==> config.mk <==
export PLATFORM = sky130hd
export DESIGN_NAME = fsm_step_arbiter_flat
export DESIGN_NICKNAME = d
export VERILOG_FILES = /design/src/rtl/fsm_step_arbiter_if.sv /design/src/rtl/fsm_step_arbiter.sv /design/src/flat_wrapper.sv
export SDC_FILE = /design/constraint.sdc
export NUM_CORES = 1
export LEC_CHECK = 0
export CAP_MARGIN = 10
export CORE_AREA = 2 2 69 64
export CTS_BUF_LIST = sky130_fd_sc_hd__clkbuf_8
export CTS_CLUSTER_SIZE = 16
export DETAILED_ROUTE_END_ITERATION = 6
export DIE_AREA = 0 0 71 66
export PLACE_DENSITY = 0.66
export SLEW_MARGIN = 20
export SYNTH_ARGS = -nofsm -noshare
export SYNTH_HDL_FRONTEND = slang
export SYNTH_SLANG_ARGS = --single-unit
==> constraint.sdc <==
create_clock -name clk -period 3.39 [get_ports clk]
set_input_delay 0.339 -clock clk [delete_from_list [all_inputs] [get_ports clk]]
set_output_delay 0.339 -clock clk [all_outputs]
set_load 0.01 [all_outputs]
==> src/rtl/fsm_step_arbiter_if.sv <==
`default_nettype none
// ============================================================================
// fsm_step_arbiter_if : requester and step-sequencer signals of fsm_step_arbiter
// Revision 1.0
// ============================================================================
interface fsm_step_arbiter_if #(
  parameter int NREQ = 4,
  parameter int DW   = 4
);
  logic [NREQ-1:0] req;
  logic [DW-1:0]   dwell;
  logic            skip;
  logic [2:0]      fsm_out;
  logic            start;
  logic            step2;
  logic            step3;
  logic [NREQ-1:0] gnt;
  logic            busy;
  logic            done;
  logic            err;

  modport master (
    output req, dwell, skip, fsm_out,
    input  start, step2, step3, gnt, busy, done, err
  );

  modport slave (
    input  req, dwell, skip, fsm_out,
    output start, step2, step3, gnt, busy, done, err
  );
endinterface
`default_nettype wire

==> src/rtl/fsm_step_arbiter.sv <==
`default_nettype none
// ============================================================================
// fsm_step_arbiter : round-robin owner of one four-phase step sequencer; optional watchdog via FSM_ARB_WDOG_EN
// Revision 1.0
// ============================================================================
module fsm_step_arbiter #(
  parameter int NREQ       = 4,
  parameter int DW         = 4,
  parameter int WDOG_LIMIT = 8
) (
  input  wire                 clk,
  input  wire                 clr,
  fsm_step_arbiter_if.slave   bus
);
  localparam int         PW       = (NREQ > 1) ? $clog2(NREQ) : 1;
  localparam logic [2:0] PH_IDLE  = 3'b001;
  localparam logic [2:0] PH_STEP  = 3'b010;
  localparam logic [2:0] PH_S2    = 3'b100;

  if (NREQ < 2 || NREQ > 8 || DW < 1 || WDOG_LIMIT < 1) begin : g_bad_param
    $error("fsm_step_arbiter: parameter out of range");
  end

  typedef enum logic [2:0] {
    IDLE    = 3'd0,
    LAUNCH  = 3'd1,
    WAIT_S2 = 3'd2,
    DWELL   = 3'd3,
    DONE    = 3'd4
  } state_t;

  state_t          state;
  logic [NREQ-1:0] gnt_q;
  logic [PW-1:0]   gnt_idx;
  logic [PW-1:0]   ptr;
  logic [DW-1:0]   dw_l;
  logic            sk_l;
  logic [DW-1:0]   cnt;
  logic            start_q;
  logic            step2_q;
  logic            step3_q;
  logic            busy_q;
  logic            done_q;
  logic [PW-1:0]   win_idx;
  logic [PW-1:0]   cand;

`ifdef FSM_ARB_WDOG_EN
  localparam int          WW      = $clog2(WDOG_LIMIT + 1);
  localparam logic [WW-1:0] WD_LAST = WW'(WDOG_LIMIT - 1);
  logic [WW-1:0] wd_cnt;
  logic          err_q;
  assign bus.err = err_q;
`else
  assign bus.err = 1'b0;
`endif

  // Descending scan so the candidate nearest to ptr+1 is the last one written.
  always_comb begin
    win_idx = '0;
    cand    = '0;
    for (int k = NREQ; k >= 1; k--) begin
      cand = PW'((int'(ptr) + k) % NREQ);
      if (bus.req[cand]) win_idx = cand;
    end
  end

  always_ff @(posedge clk or negedge clr) begin
    if (!clr) begin
      state   <= IDLE;
      gnt_q   <= '0;
      gnt_idx <= '0;
      ptr     <= PW'(NREQ - 1);
      dw_l    <= '0;
      sk_l    <= 1'b0;
      cnt     <= '0;
      start_q <= 1'b0;
      step2_q <= 1'b0;
      step3_q <= 1'b0;
      busy_q  <= 1'b0;
      done_q  <= 1'b0;
`ifdef FSM_ARB_WDOG_EN
      wd_cnt  <= '0;
      err_q   <= 1'b0;
`endif
    end else begin
`ifdef FSM_ARB_WDOG_EN
      err_q  <= 1'b0;
      wd_cnt <= '0;
`endif
      case (state)
        IDLE: begin
          if ((|bus.req) && bus.fsm_out == PH_IDLE) begin
            state   <= LAUNCH;
            gnt_q   <= NREQ'(1) << win_idx;
            gnt_idx <= win_idx;
            dw_l    <= bus.dwell;
            sk_l    <= bus.skip;
            start_q <= 1'b1;
            busy_q  <= 1'b1;
          end
        end
        LAUNCH: begin
          if (bus.fsm_out == PH_STEP) begin
            state   <= WAIT_S2;
            start_q <= 1'b0;
            step2_q <= ~sk_l;
          end
`ifdef FSM_ARB_WDOG_EN
          else if (wd_cnt == WD_LAST) begin
            state   <= IDLE;
            start_q <= 1'b0;
            busy_q  <= 1'b0;
            gnt_q   <= '0;
            ptr     <= gnt_idx;
            err_q   <= 1'b1;
          end else begin
            wd_cnt  <= wd_cnt + 1'b1;
          end
`endif
        end
        WAIT_S2: begin
          if (bus.fsm_out == PH_S2) begin
            step2_q <= 1'b0;
            if (sk_l) begin
              state  <= DONE;
              done_q <= 1'b1;
            end else begin
              state   <= DWELL;
              cnt     <= dw_l;
              step3_q <= (dw_l == '0);
            end
          end
`ifdef FSM_ARB_WDOG_EN
          else if (wd_cnt == WD_LAST) begin
            state   <= IDLE;
            step2_q <= 1'b0;
            busy_q  <= 1'b0;
            gnt_q   <= '0;
            ptr     <= gnt_idx;
            err_q   <= 1'b1;
          end else begin
            wd_cnt  <= wd_cnt + 1'b1;
          end
`endif
        end
        DWELL: begin
          // step3 is pre-registered so it is high exactly in the cnt==0 cycle.
          if (cnt == '0) begin
            state   <= DONE;
            step3_q <= 1'b0;
            done_q  <= 1'b1;
          end else begin
            cnt     <= cnt - 1'b1;
            step3_q <= (cnt == DW'(1));
          end
        end
        DONE: begin
          state  <= IDLE;
          done_q <= 1'b0;
          busy_q <= 1'b0;
          gnt_q  <= '0;
          ptr    <= gnt_idx;
        end
        default: begin
          state <= IDLE;
        end
      endcase
    end
  end

  assign bus.start = start_q;
  assign bus.step2 = step2_q;
  assign bus.step3 = step3_q;
  assign bus.gnt   = gnt_q;
  assign bus.busy  = busy_q;
  assign bus.done  = done_q;

endmodule
`default_nettype wire

==> src/flat_wrapper.sv <==
// flat-port wrapper written by rule: the top's interface ports become plain ports
module fsm_step_arbiter_flat 
#(
  parameter int NREQ       = 4,
  parameter int DW         = 4,
  parameter int WDOG_LIMIT = 8
)
  (clk, clr, bus_req, bus_dwell, bus_skip, bus_fsm_out, bus_start, bus_step2, bus_step3, bus_gnt, bus_busy, bus_done, bus_err);
  fsm_step_arbiter_if #(.NREQ(NREQ), .DW(DW)) bus_i ();
  input  wire clk;
  input  wire clr;
  input wire logic [$bits(bus_i.req)-1:0] bus_req;
  input wire logic [$bits(bus_i.dwell)-1:0] bus_dwell;
  input wire logic [$bits(bus_i.skip)-1:0] bus_skip;
  input wire logic [$bits(bus_i.fsm_out)-1:0] bus_fsm_out;
  output wire logic [$bits(bus_i.start)-1:0] bus_start;
  output wire logic [$bits(bus_i.step2)-1:0] bus_step2;
  output wire logic [$bits(bus_i.step3)-1:0] bus_step3;
  output wire logic [$bits(bus_i.gnt)-1:0] bus_gnt;
  output wire logic [$bits(bus_i.busy)-1:0] bus_busy;
  output wire logic [$bits(bus_i.done)-1:0] bus_done;
  output wire logic [$bits(bus_i.err)-1:0] bus_err;
  assign bus_i.req = bus_req;
  assign bus_i.dwell = bus_dwell;
  assign bus_i.skip = bus_skip;
  assign bus_i.fsm_out = bus_fsm_out;
  assign bus_start = bus_i.start;
  assign bus_step2 = bus_i.step2;
  assign bus_step3 = bus_i.step3;
  assign bus_gnt = bus_i.gnt;
  assign bus_busy = bus_i.busy;
  assign bus_done = bus_i.done;
  assign bus_err = bus_i.err;
  fsm_step_arbiter #(.NREQ(NREQ), .DW(DW), .WDOG_LIMIT(WDOG_LIMIT)) u_core (.clk(clk), .clr(clr), .bus(bus_i));
endmodule
# ---- After elaboration in Yosys (flattened, before gate mapping)
# Index checks and enable logic that the tools add are counted.
dict set report op_classes {
  n_addsub 5
  n_lt_le_gt_ge 4
  eq_ne 15
  n_shift 1
  mux 39
  n_bitwise 1
  n_reduce_logical 18
}
# operator count
set ops {}
lappend ops {{$mux W4} 4}
lappend ops {{$pmux W4 S2} 2}
lappend ops {{$mux W3} 5}
lappend ops {{$mux W1} 14}
lappend ops {{$lt A2 B3 Y1 const B} 4}
lappend ops {{$pmux W3 S4} 1}
lappend ops {{$reduce_and A4 Y1} 3}
lappend ops {{$ne A2 B1 Y1 const B} 5}
lappend ops {{$eq A3 B2 Y1 const B} 3}
lappend ops {{$reduce_and A3 Y1} 3}
lappend ops {{$bmux W1 S2} 4}
lappend ops {{$logic_not A4 Y1} 2}
lappend ops {{$mux W2} 4}
lappend ops {{$pmux W1 S2} 4}
lappend ops {{$reduce_bool A2 Y1} 4}
lappend ops {{$eq A3 B1 Y1 const B} 2}
lappend ops {{$eq A3 B3 Y1 const B} 2}
lappend ops {{$add A2 B1 Y2 const B} 2}
lappend ops {{$add A2 B2 Y2 const B} 2}
lappend ops {{$eq A4 B1 Y1 const B} 1}
lappend ops {{$ne A2 B2 Y1 const B} 2}
lappend ops {{$reduce_and A2 Y1} 2}
lappend ops {{$reduce_or A4 Y1} 1}
lappend ops {{$shl A1 B2 Y4 const A} 1}
lappend ops {{other kinds (6)} 6}
dict set report word_totals {
  ff_bits 25
  output_inout_bits 10
}

# ---- Depth between registers and ports, before layout
dict set report depth {
  depth_word 10
  depth_mapped 6
}

# ---- Least setup slack after synthesis
# OpenSTA, ideal clock, no wires.
dict set report synth_timing {
  path_kind {reg2reg}
  from {register u_core.cnt[0]}
  to {register u_core.cnt[1]}
  setup_ns 0.125
  arrival_ns 1.556
  path_slack_ns 1.709
  stages_incl_launch_ff 7
  n_path_buf 0
  period_less_slack_ns 1.681
  path_cell_list {dfrtp_1 > inv_1 > ha_1 > nor3b_1 > and2_1 > or2_1 > mux2_4}
}
dict set report synth_between {
  elab_chain_cells 3
  word_cells_on_any_way 6
  cone_classes {1 x add/sub; 1 x eq/ne; 2 x mux; 2 x reduce/logical}
}
# element line
set synth_rtl {}
lappend synth_rtl {{from (decl)} fsm_step_arbiter.sv:38} ;# logic [DW-1:0] cnt;
lappend synth_rtl {{from (signal assigned)} fsm_step_arbiter.sv:129} ;# cnt <= dw_l;
lappend synth_rtl {{from (signal assigned)} fsm_step_arbiter.sv:153} ;# cnt <= cnt - 1'b1;
lappend synth_rtl {{$sub A4 B1 Y4 or $logic_not A4 Y1 (tied branches)} {fsm_step_arbiter.sv:153, fsm_step_arbiter.sv:148}}
lappend synth_rtl {{$mux W4 or $ne A2 B2 Y1 (tied branches)} n/a}
lappend synth_rtl {{$pmux W4 S2 or $reduce_and A4 Y1 (tied branches)} n/a}
# Parallel ways exist; a longest one is shown, timed or not. The select of a mux whose other input is x is not followed.
# A chain may end at the register's enable or synchronous reset.

# ---- Final worst setup path
# Ends and elaborated chain as after synthesis.

==> load_flow_metrics.sql <==
INSERT INTO impl_metrics (metric_group, metric, value, unit) VALUES
('sta', 'finalHoldWorstSlack', '0.0574', 'ns'),
('clock_network', 'cts_hold_repair.buffers', '0', ''),
('die', 'initial_utilization', '35.8', '%'),
('die', 'fp.coreArea', '3990', 'um^2'),
('logic_synthesis', 'syn_nets', '148', ''),
('sta', 'timing.max_slew.rel_slack', '62.8', '%'),
('logic_synthesis', 'synth_edf_count', '0', ''),
('worst_setup_path', 'critical_path_class', 'reg -> reg', ''),
('layout', 'syn2layout_area_growth', '18.3', '%'),
('power_and_ir_drop', 'leakage', '0.000705', 'uW'),
('grt', 'grt_first_pass_wirelength', '4590', 'um'),
('worst_setup_path', 'startpoint_type', 'register', ''),
('worst_setup_path', 'crit_required', '3.54', 'ns'),
('sta', 'final-hold-violation-count', '0', ''),
('sta', 'timing.setup.tns', '0', 'ns'),
('die', 'die_height', '66', 'um'),
('sta', 'fmax', '0.521', 'GHz'),
('sta', 'timing.final.max_slew_violations', '0', ''),
('clock_network', 'htree_levels', '1', ''),
('worst_setup_path', 'worst_path_fanout_max', '5', ''),
('sta', 'worst_slew_pin_slew', '0.558', 'ns'),
('logic_synthesis', 'ys_warn_count', '0', ''),
('run', 'drv.max_cap_violation_count', '0', ''),
('die', 'fp-row-count', '22', ''),
('drt', 'first_pass_iters', '4', ''),
('clock_network', 'post_cts.resized_instances', '0', ''),
('power_and_ir_drop', 'total_power', '1360', 'uW'),
('placed_design', 'gp_congestion', '0.805', ''),
('clock_network', 'tritoncts', 'built', ''),
('layout', 'finish.net_count', '169', ''),
('clock_network', 'worst_skew_pair.late_latency', '0.26', 'ns'),
('logic_synthesis', 'postSynthRegisterBits', '25', ''),
('drt', 'vias', '1076', ''),
('die', 'design.die.area', '4690', 'um^2'),
('drt', 'detail_route.iter0.violations', '21', ''),
('logic_synthesis', 'sequential_element_share_of_the_synthesized_area', '43.9', '%'),
('logic_synthesis', 'post_synth.cell_area_avg', '10.8', 'um^2'),
('grt', 'grt_overflow_total', '0', ''),
('placed_design', 'dp_hpwl', '2090', 'um'),
('hold_path', 'holdCritPathClass', 'in -> async', ''),
('worst_setup_path', 'critical_path_arrival', '2.07', 'ns'),
('logic_synthesis', 'syn-instance-count', '132', ''),
('clock_network', 'clk_pin_slew', '0.08', 'ns'),
('layout', 'drive_gt1_share', '19.1', '%'),
('clock_network', 'clk_root_buffer_cell', 'sky130_fd_sc_hd__clkbuf_8', ''),
('layout', 'num_antenna_cells', '0', ''),
('clock_network', 'cts-buffers-inserted', '3', ''),
('logic_synthesis', 'synth_async_sr_flop_share', '100', '%'),
('clock_network', 'cts_sinks', '25', ''),
('grt', 'grt_use_total', '12.2', '%'),
('worst_setup_path', 'end_kind', 'register', ''),
('sta', 'finalClockSkew', '0.00168', 'ns'),
('power_and_ir_drop', 'power_density', '803', 'nW/um^2'),
('placed_design', 'dpl.cell_count', '196', ''),
('clock_network', 'cts_setup_buffers', '0', ''),
('logic_synthesis', 'primary_flip_flop_cell_chosen_by_synthesis_mapping', 'sky130_fd_sc_hd__dfrtp_1', ''),
('logic_synthesis', 'synth_cell_type_count', '54', ''),
('sta', 'finalSetupViolCount', '0', ''),
('drt', 'wl', '2710', 'um'),
('outcome', 'status', 'completed', ''),
('drt', 'routed_wire_per_std_cell', '13.6', 'um'),
('grt', 'number_of_global_route_vias_before_repair', '1086', ''),
('power_and_ir_drop', 'irDropWorstVdd', '424', 'uV'),
('drt', 'detail-route-antenna-nets', '0', ''),
('die', 'chipWidth', '71', 'um'),
('sta', 'min_period', '1.92', 'ns'),
('die', 'num_io_pins', '24', ''),
('sta', 'post-route-period-util', '56.6', '%'),
('placed_design', 'count_of_buffers_inserted_at_the_top_level_ports', '22', ''),
('grt', 'grt_max_degree', '26', ''),
('drt', 'route.detailed.vias_per_inst', '5.38', ''),
('clock_network', 'clk_path_buf_depth', '2', ''),
('grt', 'number_of_antenna_violations_at_the_first_check_in_global_routing', '0', ''),
('logic_synthesis', 'netlist_area', '1430', 'um^2'),
('layout', 'post_layout_nonfiller_instances', '200', ''),
('drt', 'post-route-drc-count', '0', ''),
('sta', 'rsz_0062_raised_after_global_routing', 'false', '');
-- placed cells by master (no fill, tap or decap), types with 3 or more instances in the layout --
cell and n:
sky130_fd_sc_hd__o21ai_0 8, sky130_fd_sc_hd__nor2_1 9, sky130_fd_sc_hd__mux2_2 7, sky130_fd_sc_hd__nand2b_1 6
sky130_fd_sc_hd__nor3b_1 3, sky130_fd_sc_hd__nor4_1 3, sky130_fd_sc_hd__dfrtp_1 23, sky130_fd_sc_hd__a21oi_1 4
sky130_fd_sc_hd__inv_1 5, sky130_fd_sc_hd__clkdlybuf4s50_1 21, sky130_fd_sc_hd__nor3_1 4, sky130_fd_sc_hd__clkbuf_8 3
sky130_fd_sc_hd__nand2_1 8
-- where the power goes --
group          switching, uW  total [uW]  internal [uW]
logic                    274         604            330
clock network           87.9         169           80.9
registers                145         585            440
-- state kept, by name, indices dropped and copies added, names as in the netlist --
register	flops
u_core.ptr	2
u_core.bus.gnt	4
u_core.bus.done	1
u_core.gnt_idx	2
u_core.bus.step3	1
u_core.bus.busy	1
u_core.bus.step2	1
u_core.sk_l	1
u_core.dw_l	4
u_core.cnt	4
u_core.bus.start	1
u_core.state	3
-- through the flow --
| stage | instance area [um^2] | setup slack (ns) | utilization [%] |
|---|---|---|---|
| final | 1690 | 1.47 | 42.4 |
| after global routing | 1690 | 1.34 | 42.4 |
| after CTS | 1700 | 1.47 | 42.5 |
| after detailed placement | 1650 | 1.27 | 41.4 |
| after global placement | 1650 | 1.30 | 41.4 |
| after floorplan | 1430 | 1.71 | - |
-- logic make-up (layout without fill, tap and decap cells) --
logic type	after synthesis	after routing	synth area share [%]
buffers and inverters	10	30	5.16
other	1	1	0.262
flip-flops	25	25	43.9
AO/OA/AOI/OAI	30	30	15.6
multiplexers	11	11	9.01
adder cells (fa/ha/maj)	2	2	1.75
AND/OR/NAND/NOR	53	53	24.3
-- cell type report --
cell class              count  area [um^2]
multi-input cells          97          728
fillers                   381         2300
clock buffers               3         41.3
flip-flops and latches     25          628
inverters                   4         15.0
well taps                  48         60.1
repair buffers             22          215
clock inverters             1         3.75
-- worst max-delay path, cell delays in order, from the launching register on --
cell and delay, ns:
sky130_fd_sc_hd__dfrtp_1 0.44, sky130_fd_sc_hd__inv_1 0.08, sky130_fd_sc_hd__ha_1 0.21, sky130_fd_sc_hd__nor3b_1 0.32
sky130_fd_sc_hd__and2_1 0.24, sky130_fd_sc_hd__or2_1 0.20, sky130_fd_sc_hd__mux2_4 0.32
-- path summary, 6_finish.rpt --
path,startpoint,end,slack (ns),cells past startpoint
setup / recovery,u_core.cnt[0],u_core.cnt[1],1.47,6
hold / removal,clr,u_core.bus.busy,0.06,1
setup reg to reg,u_core.cnt[0],u_core.cnt[1],1.47,6
hold reg to reg,u_core.gnt_idx[1],u_core.gnt_idx[1],0.48,2
max in group asynchronous,clr,u_core.ptr[0],2.96,1
min in group clk,u_core.gnt_idx[1],u_core.gnt_idx[1],0.48,2
-- metal layers --
metal / GRT usage, % / wire [um]
met4: 5.19 / 25
met5: 0 / 0
met2: 22.8 / 1430
met3: 2.44 / 89
met1: 13.6 / 1170
-- synth_stat cells, types with 3 or more instances --
cell	instances	share of area [%]
sky130_fd_sc_hd__nand2_1	8	2.1
sky130_fd_sc_hd__nor4_1	3	1.3
sky130_fd_sc_hd__nor2_1	9	2.4
sky130_fd_sc_hd__nor3b_1	3	1.6
sky130_fd_sc_hd__o21ai_0	8	2.8
sky130_fd_sc_hd__mux2_2	7	5.5
sky130_fd_sc_hd__inv_1	4	1.0
sky130_fd_sc_hd__dfrtp_1	23	40
sky130_fd_sc_hd__nor3_1	4	1.4
sky130_fd_sc_hd__a21oi_1	4	1.4
sky130_fd_sc_hd__nand2b_1	6	2.6
Note: power is estimated with default switching activity, not from simulation.
